==> config.mk <==
export PLATFORM = sky130hd
export DESIGN_NAME = event_stream_arbiter
export DESIGN_NICKNAME = d
export VERILOG_FILES = /design/src/rtl/event_stream_arbiter_pkg.sv /design/src/rtl/event_stream_arbiter_picker.sv /design/src/rtl/event_stream_arbiter.sv
export SDC_FILE = /design/constraint.sdc
export NUM_CORES = 1
export LEC_CHECK = 0
export BUFFER_PORTS_ARGS = -buffer_cell sky130_fd_sc_hd__buf_2
export CAP_MARGIN = 20
export CORE_AREA = 4 4 174 92
export DETAILED_ROUTE_END_ITERATION = 8
export DIE_AREA = 0 0 178 96
export PLACE_DENSITY = 0.86
export SYNTH_ARGS = -nofsm -noshare
export SYNTH_HDL_FRONTEND = slang
export SYNTH_HIERARCHICAL = 1
export SYNTH_SLANG_ARGS = --single-unit
==> constraint.sdc <==
create_clock -name clock -period 2.2 [get_ports clock]
set_input_delay 0.22 -clock clock [delete_from_list [all_inputs] [get_ports clock]]
set_output_delay 0.22 -clock clock [all_outputs]
set_load 0.02 [all_outputs]
==> src/rtl/event_stream_arbiter_pkg.sv <==
// Shared readout definitions for the event stream arbiter: word-type field,
// type codes, FSM state encoding and the abort word layout.
package event_stream_arbiter_pkg;

  localparam int unsigned WORD_W  = 64;
  localparam int unsigned TYPE_HI = 63;
  localparam int unsigned TYPE_LO = 60;
  localparam int unsigned TYPE_W  = TYPE_HI - TYPE_LO + 1;
  localparam int unsigned SRC_W   = 4;
  localparam int unsigned CNT_W   = 16;

  localparam logic [TYPE_W-1:0] TYPE_BOD   = 4'd2;
  localparam logic [TYPE_W-1:0] TYPE_ABORT = 4'hF;

  typedef enum logic [1:0] {
    ST_IDLE  = 2'd0,
    ST_GRANT = 2'd1,
    ST_ABORT = 2'd2
  } state_t;

  // Marker word written downstream when an event is abandoned on timeout
  typedef struct packed {
    logic [TYPE_W-1:0]                 wtype;
    logic [SRC_W-1:0]                  src;
    logic [WORD_W-TYPE_W-SRC_W-1:0]    pad;
  } abort_word_t;

  function automatic logic [WORD_W-1:0] abort_word(input logic [SRC_W-1:0] src);
    abort_word_t w;
    w.wtype = TYPE_ABORT;
    w.src   = src;
    w.pad   = '0;
    return w;
  endfunction

endpackage

==> src/rtl/event_stream_arbiter_picker.sv <==
// Round-robin picker: first requester strictly after last_ptr, wrapping.
module rr_priority_picker #(
  parameter  int unsigned N     = 4,
  localparam int unsigned PTR_W = (N > 1) ? $clog2(N) : 1
) (
  input  logic [N-1:0]     req,
  input  logic [PTR_W-1:0] last_ptr,
  output logic [N-1:0]     grant_c,
  output logic             found_c
);

  // Two passes: indices above the pointer first, then the wrapped range.
  always_comb begin
    grant_c = '0;
    found_c = 1'b0;
    for (int i = 0; i < N; i++) begin
      if (!found_c && req[i] && (32'(i) > 32'(last_ptr))) begin
        grant_c[i] = 1'b1;
        found_c    = 1'b1;
      end
    end
    for (int i = 0; i < N; i++) begin
      if (!found_c && req[i] && (32'(i) <= 32'(last_ptr))) begin
        grant_c[i] = 1'b1;
        found_c    = 1'b1;
      end
    end
  end

endmodule

==> src/rtl/event_stream_arbiter.sv <==
// Event-granular round-robin arbiter: one source owns the output until its
// last word is accepted or a mid-event stall times out into an abort word.
module event_stream_arbiter
  import event_stream_arbiter_pkg::*;
#(
  parameter int unsigned NUM_SRC = 4,
  parameter int unsigned TIMEOUT = 255
) (
  input  logic                      clock,
  input  logic                      reset,
  input  logic                      enable,
  input  logic [NUM_SRC-1:0]        src_mask,
  input  logic [WORD_W*NUM_SRC-1:0] src_data,
  input  logic [NUM_SRC-1:0]        src_valid,
  input  logic [NUM_SRC-1:0]        src_last,
  output logic [NUM_SRC-1:0]        src_ready,
  input  logic                      fifo_full,
  output logic [WORD_W-1:0]         data_out,
  output logic                      wr_en_out,
  output logic [CNT_W-1:0]          abort_count
);

  localparam int unsigned PTR_W = $clog2(NUM_SRC);
  localparam logic [CNT_W-1:0] STALL_LIMIT = CNT_W'(TIMEOUT - 1);

  state_t             state_q, state_d;
  logic [PTR_W-1:0]   grant_q, grant_d;
  logic [PTR_W-1:0]   last_q, last_d;
  logic [CNT_W-1:0]   stall_q, stall_d;
  logic [WORD_W-1:0]  data_d;
  logic               wr_en_d;
  logic [CNT_W-1:0]   abort_d;

  logic [NUM_SRC-1:0] pick_grant_c;
  logic               pick_found_c;
  logic [PTR_W-1:0]   pick_idx;
  logic [WORD_W-1:0]  sel_word;
  logic               sel_valid;
  logic               sel_last;

  rr_priority_picker #(.N(NUM_SRC)) u_picker (
    .req      (src_valid & src_mask),
    .last_ptr (last_q),
    .grant_c  (pick_grant_c),
    .found_c  (pick_found_c)
  );

  // One-hot grant to index
  always_comb begin
    pick_idx = '0;
    for (int i = 0; i < NUM_SRC; i++) begin
      if (pick_grant_c[i]) pick_idx = PTR_W'(i);
    end
  end

  assign sel_word  = src_data[32'(grant_q)*WORD_W +: WORD_W];
  assign sel_valid = src_valid[grant_q];
  assign sel_last  = src_last[grant_q];

  always_ff @(posedge clock) begin
    if (reset) state_q <= ST_IDLE;
    else       state_q <= state_d;
  end

  // Next state, datapath next values and the handshake towards the sources
  always_comb begin
    state_d   = state_q;
    grant_d   = grant_q;
    last_d    = last_q;
    stall_d   = stall_q;
    data_d    = data_out;
    wr_en_d   = 1'b0;
    abort_d   = abort_count;
    src_ready = '0;
    unique case (state_q)
      ST_IDLE: begin
        if (enable && pick_found_c) begin
          grant_d = pick_idx;
          stall_d = '0;
          state_d = ST_GRANT;
        end
      end
      ST_GRANT: begin
        src_ready[grant_q] = !fifo_full;
        if (sel_valid && !fifo_full) begin
          // Zero words are consumed silently; downstream reads zero as empty
          data_d  = sel_word;
          wr_en_d = (sel_word != '0);
          stall_d = '0;
          if (sel_last) begin
            last_d  = grant_q;
            state_d = ST_IDLE;
          end
        end else if (!sel_valid && !fifo_full) begin
          if (stall_q == STALL_LIMIT) begin
            stall_d = '0;
            state_d = ST_ABORT;
          end else begin
            stall_d = stall_q + 1'b1;
          end
        end
      end
      ST_ABORT: begin
        if (!fifo_full) begin
          data_d  = abort_word(SRC_W'(grant_q));
          wr_en_d = 1'b1;
          if (abort_count != '1) abort_d = abort_count + 1'b1;
          last_d  = grant_q;
          state_d = ST_IDLE;
        end
      end
      default: state_d = ST_IDLE;
    endcase
  end

  // Datapath registers; last pointer resets to the top so source 0 wins first
  always_ff @(posedge clock) begin
    if (reset) begin
      grant_q     <= '0;
      last_q      <= PTR_W'(NUM_SRC - 1);
      stall_q     <= '0;
      data_out    <= '0;
      wr_en_out   <= 1'b0;
      abort_count <= '0;
    end else begin
      grant_q     <= grant_d;
      last_q      <= last_d;
      stall_q     <= stall_d;
      data_out    <= data_d;
      wr_en_out   <= wr_en_d;
      abort_count <= abort_d;
    end
  end

endmodule

Word-level counts from Yosys, hierarchy flattened:

Index checks and enable logic that the tools add are counted.

* register bits after elaboration: 103
* bits of input ports: 272
* output and inout port bits: 85

* bitwise gates (word level): 3
* equal/unequal tests: 11
* magnitude comparators: 8
* multiplexer cells: 44
* add/sub/neg operators: 2
* shifts and indexed selects: 1
* reductions and logical operators: 34

Operator list (number)
* $shiftx A256 B9 Y64: 1
* $mux W64: 2
* $pmux W64 S2: 1
* $mux W16: 4
* $reduce_bool A64 Y1: 1
* $add A16 B1 Y16 const B: 2
* $pmux W16 S2: 1
* $mux W2: 11
* $mux W1: 18
* $eq A16 B8 Y1 const B: 1
* $logic_and A1 B1 Y1: 16
* $ne A16 B16 Y1 const B: 1
* $ne A3 B3 Y1 const B: 3
* $reduce_and A3 Y1: 3
* $and A4 B4 Y4: 2
* $logic_not A1 Y1: 8
* $ne A2 B2 Y1 const B: 4
* $pmux W2 S3: 1
* $reduce_and A5 Y1: 1
* $bmux W1 S2: 2
* $gt A2 B2 Y1 const A: 2
* $le A2 B2 Y1 const A: 2
* $mux W4: 1
* $pmux W2 S2: 1
* other kinds (13): 14

Logic depth before layout (Yosys ltp):

Gate-level depths: netlist of run 1.

* depth after elaboration: 29
* mapped depth: 10

Cells and area by module:

Netlist of run 1, hierarchy kept.

By module, submodules not included
* event_stream_arbiter: area each 6252.2 sq um, sequential area each 2062.0 sq um, cells each 631, instances 1
* rr_priority_picker: area each 98.8 sq um, sequential area each 0.0 sq um, cells each 17, instances 1

Worst setup path before layout of run 1:

OpenSTA, ideal clock, no wires.

* kind: reg2reg
* from: reg grant_q[0]
* to: reg wr_en_out
* clock period less this slack: 2.057 ns
* slack: 0.143 ns
* buffers on the path: 2
* setup time: 0.123 ns
* stages on the path, launching flop included: 8
* arrival time: 1.934 ns
* cells stage by stage: dfxtp_1 buf_6 buf_2 mux4_2 nor4_1 nand4_1 nor4_1 o21ai_1

* longest elaborated chain between the ends: 5

Ends and longest elaborated chain
* start, declared: RTL line event_stream_arbiter.sv:27 `logic [PTR_W-1:0] grant_q, grant_d;`
* start signal, assigned: RTL line event_stream_arbiter.sv:126 `grant_q <= grant_d;`
* parallel branches: the longest is 3 deep, another holds $shiftx A256 B9 Y64
* $mux W1 *: RTL line event_stream_arbiter.sv:85 `if (sel_valid && !fifo_full) begin`
* $pmux W1 S2 *: RTL line event_stream_arbiter.sv:75 `unique case (state_q)`
* end signal, assigned: RTL line event_stream_arbiter.sv:130 `wr_en_out <= wr_en_d;`
* end, declared: RTL line event_stream_arbiter.sv:19 `output logic wr_en_out,`

Mark *: on every way between the ends. The select of a mux whose other input is x is not followed.
A chain may end at the register's enable or synchronous reset.

Final worst setup path of run 1:

Same ends and word-level chain as after synthesis.

==> results.toml, run 1 <==
[drt]
num_vias = 7483
post-route-drc-count = 0
m1WireLength_um = 11300
wl_um = 30800
first_pass_iters = 5
wl_met3_um = 2970
drtAntennaViolNets = 0
wl_per_cell_um = 24.7
routed-wl-met2_um = 14700
routed_via_density = 6.01
highest_layer = "met4"
drtIter0Drc = 705

[hold_path]
hold_path_end = "state_q[1]"
hold_depth = 4
hold_path_class = "primary input to register"
hp-start = "enable"

[final_layout]
nets = 1319
fin_cells = 1246
nFillCells = 1125
syn2layout_area_growth_pct = 49.2
drive_above_1_share_pct = 53.3
final_cell_area_um2 = 9450

[worst_setup_path]
r2r_slack_ns = -0.27
critPathKind = "register to register"
critPathMaxFanout = 12
timing.rr.end = "wr_en_out"
critPathLaunchType = "register"
worstRegToRegCells = 8
crit_required_ns = 2.42
end_kind = "register"
crit_start = "grant_q[0]"
worstReg2RegStart = "grant_q[0]"
cp.arrival_ns = 2.69

[clock_tree]
clkSinkCount = 103
postCtsHoldBufs = 0
cts.htree.levels = 3
cts_tree = "built"
cts_root_buffer = "clkbuf_16"
clock_latency_ns = 0.35
clk_pin_slew_ns = 0.07
clk_path_buf_depth = 2
cts_buffers = 9

[power_and_ir_drop]
power_frac_seq_pct = 35.3
irDropWorstVdd_mv = 0.421
p_int_uw = 3860
p_leak_uw = 0.00397
clkPwrFrac_pct = 28.9
p_total_uw = 5780
switchingPower_uw = 1920
p_comb_share_pct = 35.8
swShare_pct = 33.2
cellPowerDensity_nw_per_um2 = 612

[job]
maxCapViolations = 0

[placed_design]
dpl-instance-area_um2 = 8660
numPortBuffers = 356
pre_cts_slack_ns = -0.270
gp_congestion = 1.04
dp_cells = 1207
dp_hpwl_um = 24100

[timing]
min_period_ns = 2.47
setup_ws_ns = -0.266
worst_pin_slew_ns = 0.562
rsz0062_at_grt = "true"
setup_viol = 67
skew_ns = 0.00908
hold_violations = 0
fmax_ghz = 0.406
report.final.slew_viol_count = 0
period_share_pct = 112
relSlewSlack_pct = 62.2

[global_routing]
grt_max_degree = 47
grt_pass1_vias = 7088
grt_overflow_total = 0
grt_use_total_pct = 33.0
antenna_found_initial = 2
grt_first_pass_wirelength_um = 42100

[floorplan]
die-area_um2 = 17100
io_pins = 357
die_h_um = 96
dieWidth_um = 178
initial_utilization_pct = 44.3
rows = 31
core_region_area_um2 = 14300

[logic_synthesis]
syn_inst = 646
synth_nets = 924
syn_area_um2 = 6330
yosysWarnings = 6
syn_area_per_cell_um2 = 9.81

[run_status]
violations = "negative setup slack"
outcome = "finished with violations"
[worst max-delay path, stage by stage (launching register included)]
cell and delay, ns:
dfxtp_4 0.40, buf_12 0.17, buf_4 0.12, mux4_2 0.51, nor4_2 0.32, buf_4 0.17, nand4_1 0.15, nor4_2 0.36
o21ai_1 0.13
[layer usage]
metal	GRT usage [%]	vias up
met5	0	-
met4	16.7	0
met3	7.81	115
met2	54.3	462
met1	41.1	3686
li1	-	3220
[placed cells by master (no fill, tap or decap), drive strengths merged, types with 2 or more instances in the layout]
cell	instances
nor3b	5
or3	4
a21oi	68
mux2i	4
inv	14
nand2b	4
nand4	12
a211oi	18
buf	432
nor4	19
xnor2	18
a211o	2
diode	2
nand2	76
clkbuf	13
nor2	54
o31ai	3
mux4	66
nand3b	59
nor3	6
ha	6
and3	5
o311a	2
dfxtp	103
o21ai	4
xor2	9
and2	5
nor2b	4
and4	4
nand4b	2
nand3	6
clkinvlp	2
[timing repair]
action,CTS,global route
buffers inserted,4,12
resized for setup,8,38
setup endpoints to repair,83,80
hold endpoints to repair,0,0
pin swaps,0,7
cloned,0,5
[final cells by class]
cell class	instances	area [um2]	share of cell area [%]
Antenna cell	2	5.00	0.0530
Clock buffer	10	229	2.42
Clock inverter	6	67.6	0.715
Inverter	12	45.0	0.477
Multi-Input combinational cell	480	4180	44.2
Sequential cell	103	2070	21.9
Tap cell	198	248	2.62
Timing Repair Buffer	435	2600	27.6
[flip-flops by register name, summed over array words and instances, names as in the netlist]
signal	flops
abort_count	16
data_out	64
grant_q	2
last_q	2
stall_q	16
state_q	2
wr_en_out	1
[per-stage QoR]
stage / setup TNS, ns / hold WS (ns) / utilization, %
2_1_floorplan: 0 / 0.466 / -
3_3_place_gp: -6.97 / 0.436 / 60.5
3_5_place_dp: -12.06 / 0.443 / 60.5
4_1_cts: -0.0207 / 0.278 / 63.3
5_1_grt: -8.43 / 0.330 / 66.0
6_report: -4.31 / 0.303 / 66.0
[worst max-delay path by stage]
stage,endpoint,depth (start not counted)
4_1_cts,wr_en_out,7
6_report,wr_en_out,8
3_5_place_dp,wr_en_out,6
3_3_place_gp,wr_en_out,6
5_1_grt,wr_en_out,8
2_1_floorplan,wr_en_out,7
[power groups by stage]
stage	logic, uW	clock network [uW]	registers [uW]
6_report	2070	1670	2040
5_1_grt	2170	1760	2050
4_1_cts	1860	1690	2030
3_5_place_dp	1770	0	2100
3_3_place_gp	1730	0	2100
2_1_floorplan	946	0	2130
Power figures use the tool's default switching activity.
==> inputs of run 2 (changes only) <==
--- a/config.mk
+++ b/config.mk
@@ -5,12 +5,13 @@
 export SDC_FILE = /design/constraint.sdc
 export NUM_CORES = 1
 export LEC_CHECK = 0
+export ABC_AREA = 1
 export BUFFER_PORTS_ARGS = -buffer_cell sky130_fd_sc_hd__buf_2
 export CAP_MARGIN = 20
-export CORE_AREA = 4 4 174 92
+export CORE_AREA = 4 4 182 96
 export DETAILED_ROUTE_END_ITERATION = 8
-export DIE_AREA = 0 0 178 96
-export PLACE_DENSITY = 0.86
+export DIE_AREA = 0 0 186 100
+export PLACE_DENSITY = 0.84
 export SYNTH_ARGS = -nofsm -noshare
 export SYNTH_HDL_FRONTEND = slang
 export SYNTH_HIERARCHICAL = 1
==> run 2 against run 1 <==
Largest cell class unchanged. Via count rose by 24%. Flip-flop and latch count did not move. Power rose by 62%. Global-route usage fell by 2.4 points. Worst setup slack improved by 0.42 ns. Routed wire length fell by 2.6%. Cell count rose by 43%. The flow now finishes without violations. First-iteration DRC count rose by 22%. Register-to-register slack improved by 0.42 ns. Sequential share of layout area rose by 0.32 points. Utilization fell by 7.7 points. Critical path depth rose by 6.
==> results.toml, run 2 <==
[final_layout]
layout_commonest_cell = "nand2_1"
nFillCells = 1598
syn2layout_area_growth_pct = 33.1
top_register = "data_out"
largest_registers = "data_out: 64 flops, abort_count: 16 flops, stall_q: 16 flops"
largest_register_ffs = 64
fin_cells = 1788
nets = 1850
layout_common_cells = "nand2_1 (656), buf_2 (356), dfxtp_1 (101)"
drive_above_1_share_pct = 27.6

[floorplan]
dieWidth_um = 186
core_region_area_um2 = 15900
initial_utilization_pct = 43.8
die_h_um = 100
rows = 33
die-area_um2 = 18600
io_pins = 357

[timing]
relSlewSlack_pct = 64.6
worst_pin_slew_ns = 0.531
rsz0062_at_grt = "false"
period_share_pct = 93.1
min_period_ns = 2.05
fmax_ghz = 0.488
hold_violations = 0
report.final.slew_viol_count = 0
setup_tns_ns = 0
skew_ns = 0.0114
setup_viol = 0

[global_routing]
grt_max_degree = 91
busiest_layer = "met2"
grt_first_pass_wirelength_um = 44600
gr-usage-met2_pct = 47.0
antenna_found_initial = 0
grt_overflow_total = 0
grt_pass1_vias = 8545
grtUsageMet3_pct = 7.17
grt_use_total_pct = 30.6
grtUsageMet1_pct = 43.0

[clock_tree]
clk_pin_slew_ns = 0.08
postCtsHoldBufs = 0
cts.htree.levels = 3
clkSinkCount = 103
clk_path_buf_depth = 2
cts_buffers = 9
cts_tree = "built"
cts_root_buffer = "clkbuf_16"
clock_latency_ns = 0.35

[drt]
first_pass_iters = 5
post-route-drc-count = 0
drtIter0Drc = 857
num_vias = 9315
routed_via_density = 5.21
drtAntennaViolNets = 0
wl_um = 29900
wl_per_cell_um = 16.7

[power_and_ir_drop]
irDropWorstVdd_mv = 0.701
power_frac_seq_pct = 27.1
cellPowerDensity_nw_per_um2 = 1010
switchingPower_uw = 4600
p_comb_share_pct = 56.0
clkPwrFrac_pct = 16.9
p_leak_uw = 0.00504
swShare_pct = 49.3
p_int_uw = 4740

[placed_design]
dp_hpwl_um = 23100
gp_congestion = 0.972
numPortBuffers = 356
dp_cells = 1768

[worst_setup_path]
r2r_slack_ns = 0.15
cp.arrival_ns = 2.29
crit_required_ns = 2.44
end_kind = "register"
worstRegToRegCells = 14
critPathLaunchType = "register"
critPathKind = "register to register"
critPathMaxFanout = 90

[logic_synthesis]
syn_area_um2 = 6990
syn_inst = 1255
syn_area_per_cell_um2 = 5.57
synth_nets = 1533
yosysWarnings = 6

[hold_path]
hold_depth = 4
hold_path_class = "primary input to register"

[run_status]
outcome = "complete, no violations"

[job]
maxCapViolations = 0
run 2: critical path, stage by stage (launching register included):
cell     delay [ns]
dfxtp_4        0.37
buf_4          0.15
buf_12         0.18
nand2_1        0.12
nand2_1        0.06
nand2_1        0.06
nand2_2        0.11
nor2_2         0.16
nand2_1        0.09
nor2_2         0.16
nand2_1        0.09
nor2_1         0.13
nand2_1        0.06
nand2_1        0.05
a21oi_1        0.05
run 2: final timing paths:
kind,startpoint,end
worst max-delay path,grant_q[0],wr_en_out
worst min-delay path,fifo_full,wr_en_out
worst max register to register,grant_q[0],wr_en_out
worst min register to register,abort_count[4],abort_count[4]
run 2: power by group through the flow:
stage | Sequential (uW) | Combinational [uW] | Clock (uW)
after global placement | 2550 | 5020 | 0
after detailed placement | 2570 | 5070 | 0
after floorplan | 2930 | 2950 | 0
after CTS | 2530 | 5090 | 1590
final | 2530 | 5230 | 1580
after global routing | 2580 | 5740 | 1670
run 2: area by class of cell:
cell class	count	area, um2	area share, %
timing repair buffer	379	2070	22.2
tap	210	263	2.83
sequential	103	2070	22.2
antenna	1	2.50	0.0269
multi-input combinational	1018	4380	47.2
clock inverter	5	40.0	0.431
clock buffer	11	243	2.61
inverter	61	231	2.49
run 2: what timing repair did:
item / 4_1_cts / 5_1_grt
hold endpoints to repair: 0 / 0
buffers inserted: 0 / 3
gates resized for setup: 0 / 18
endpoints found under the setup margin: 0 / 13
run 2: through the flow:
stage | instance area, um2 | utilization [%] | setup slack, ns | hold WS (ns) | power (uW)
global route | 9290 | 58.3 | 0.00549 | 0.273 | 9990
finish | 9300 | 58.3 | 0.152 | 0.243 | 9350
global placement | 8930 | 56.0 | 0.0935 | 0.451 | 7580
floorplan | 6990 | - | 0.488 | 0.413 | 5890
CTS | 9210 | 57.8 | 0.0445 | 0.226 | 9210
detailed placement | 8930 | 56.0 | 0.0679 | 0.453 | 7630
run 2: layer usage:
layer	part of all wire (%)	routed length [um]	vias to the layer above
met5	0	0	-
met4	2.9	860	0
met3	11	3310	63
met2	43	13000	528
met1	43	12800	4159
li1	-	-	4565
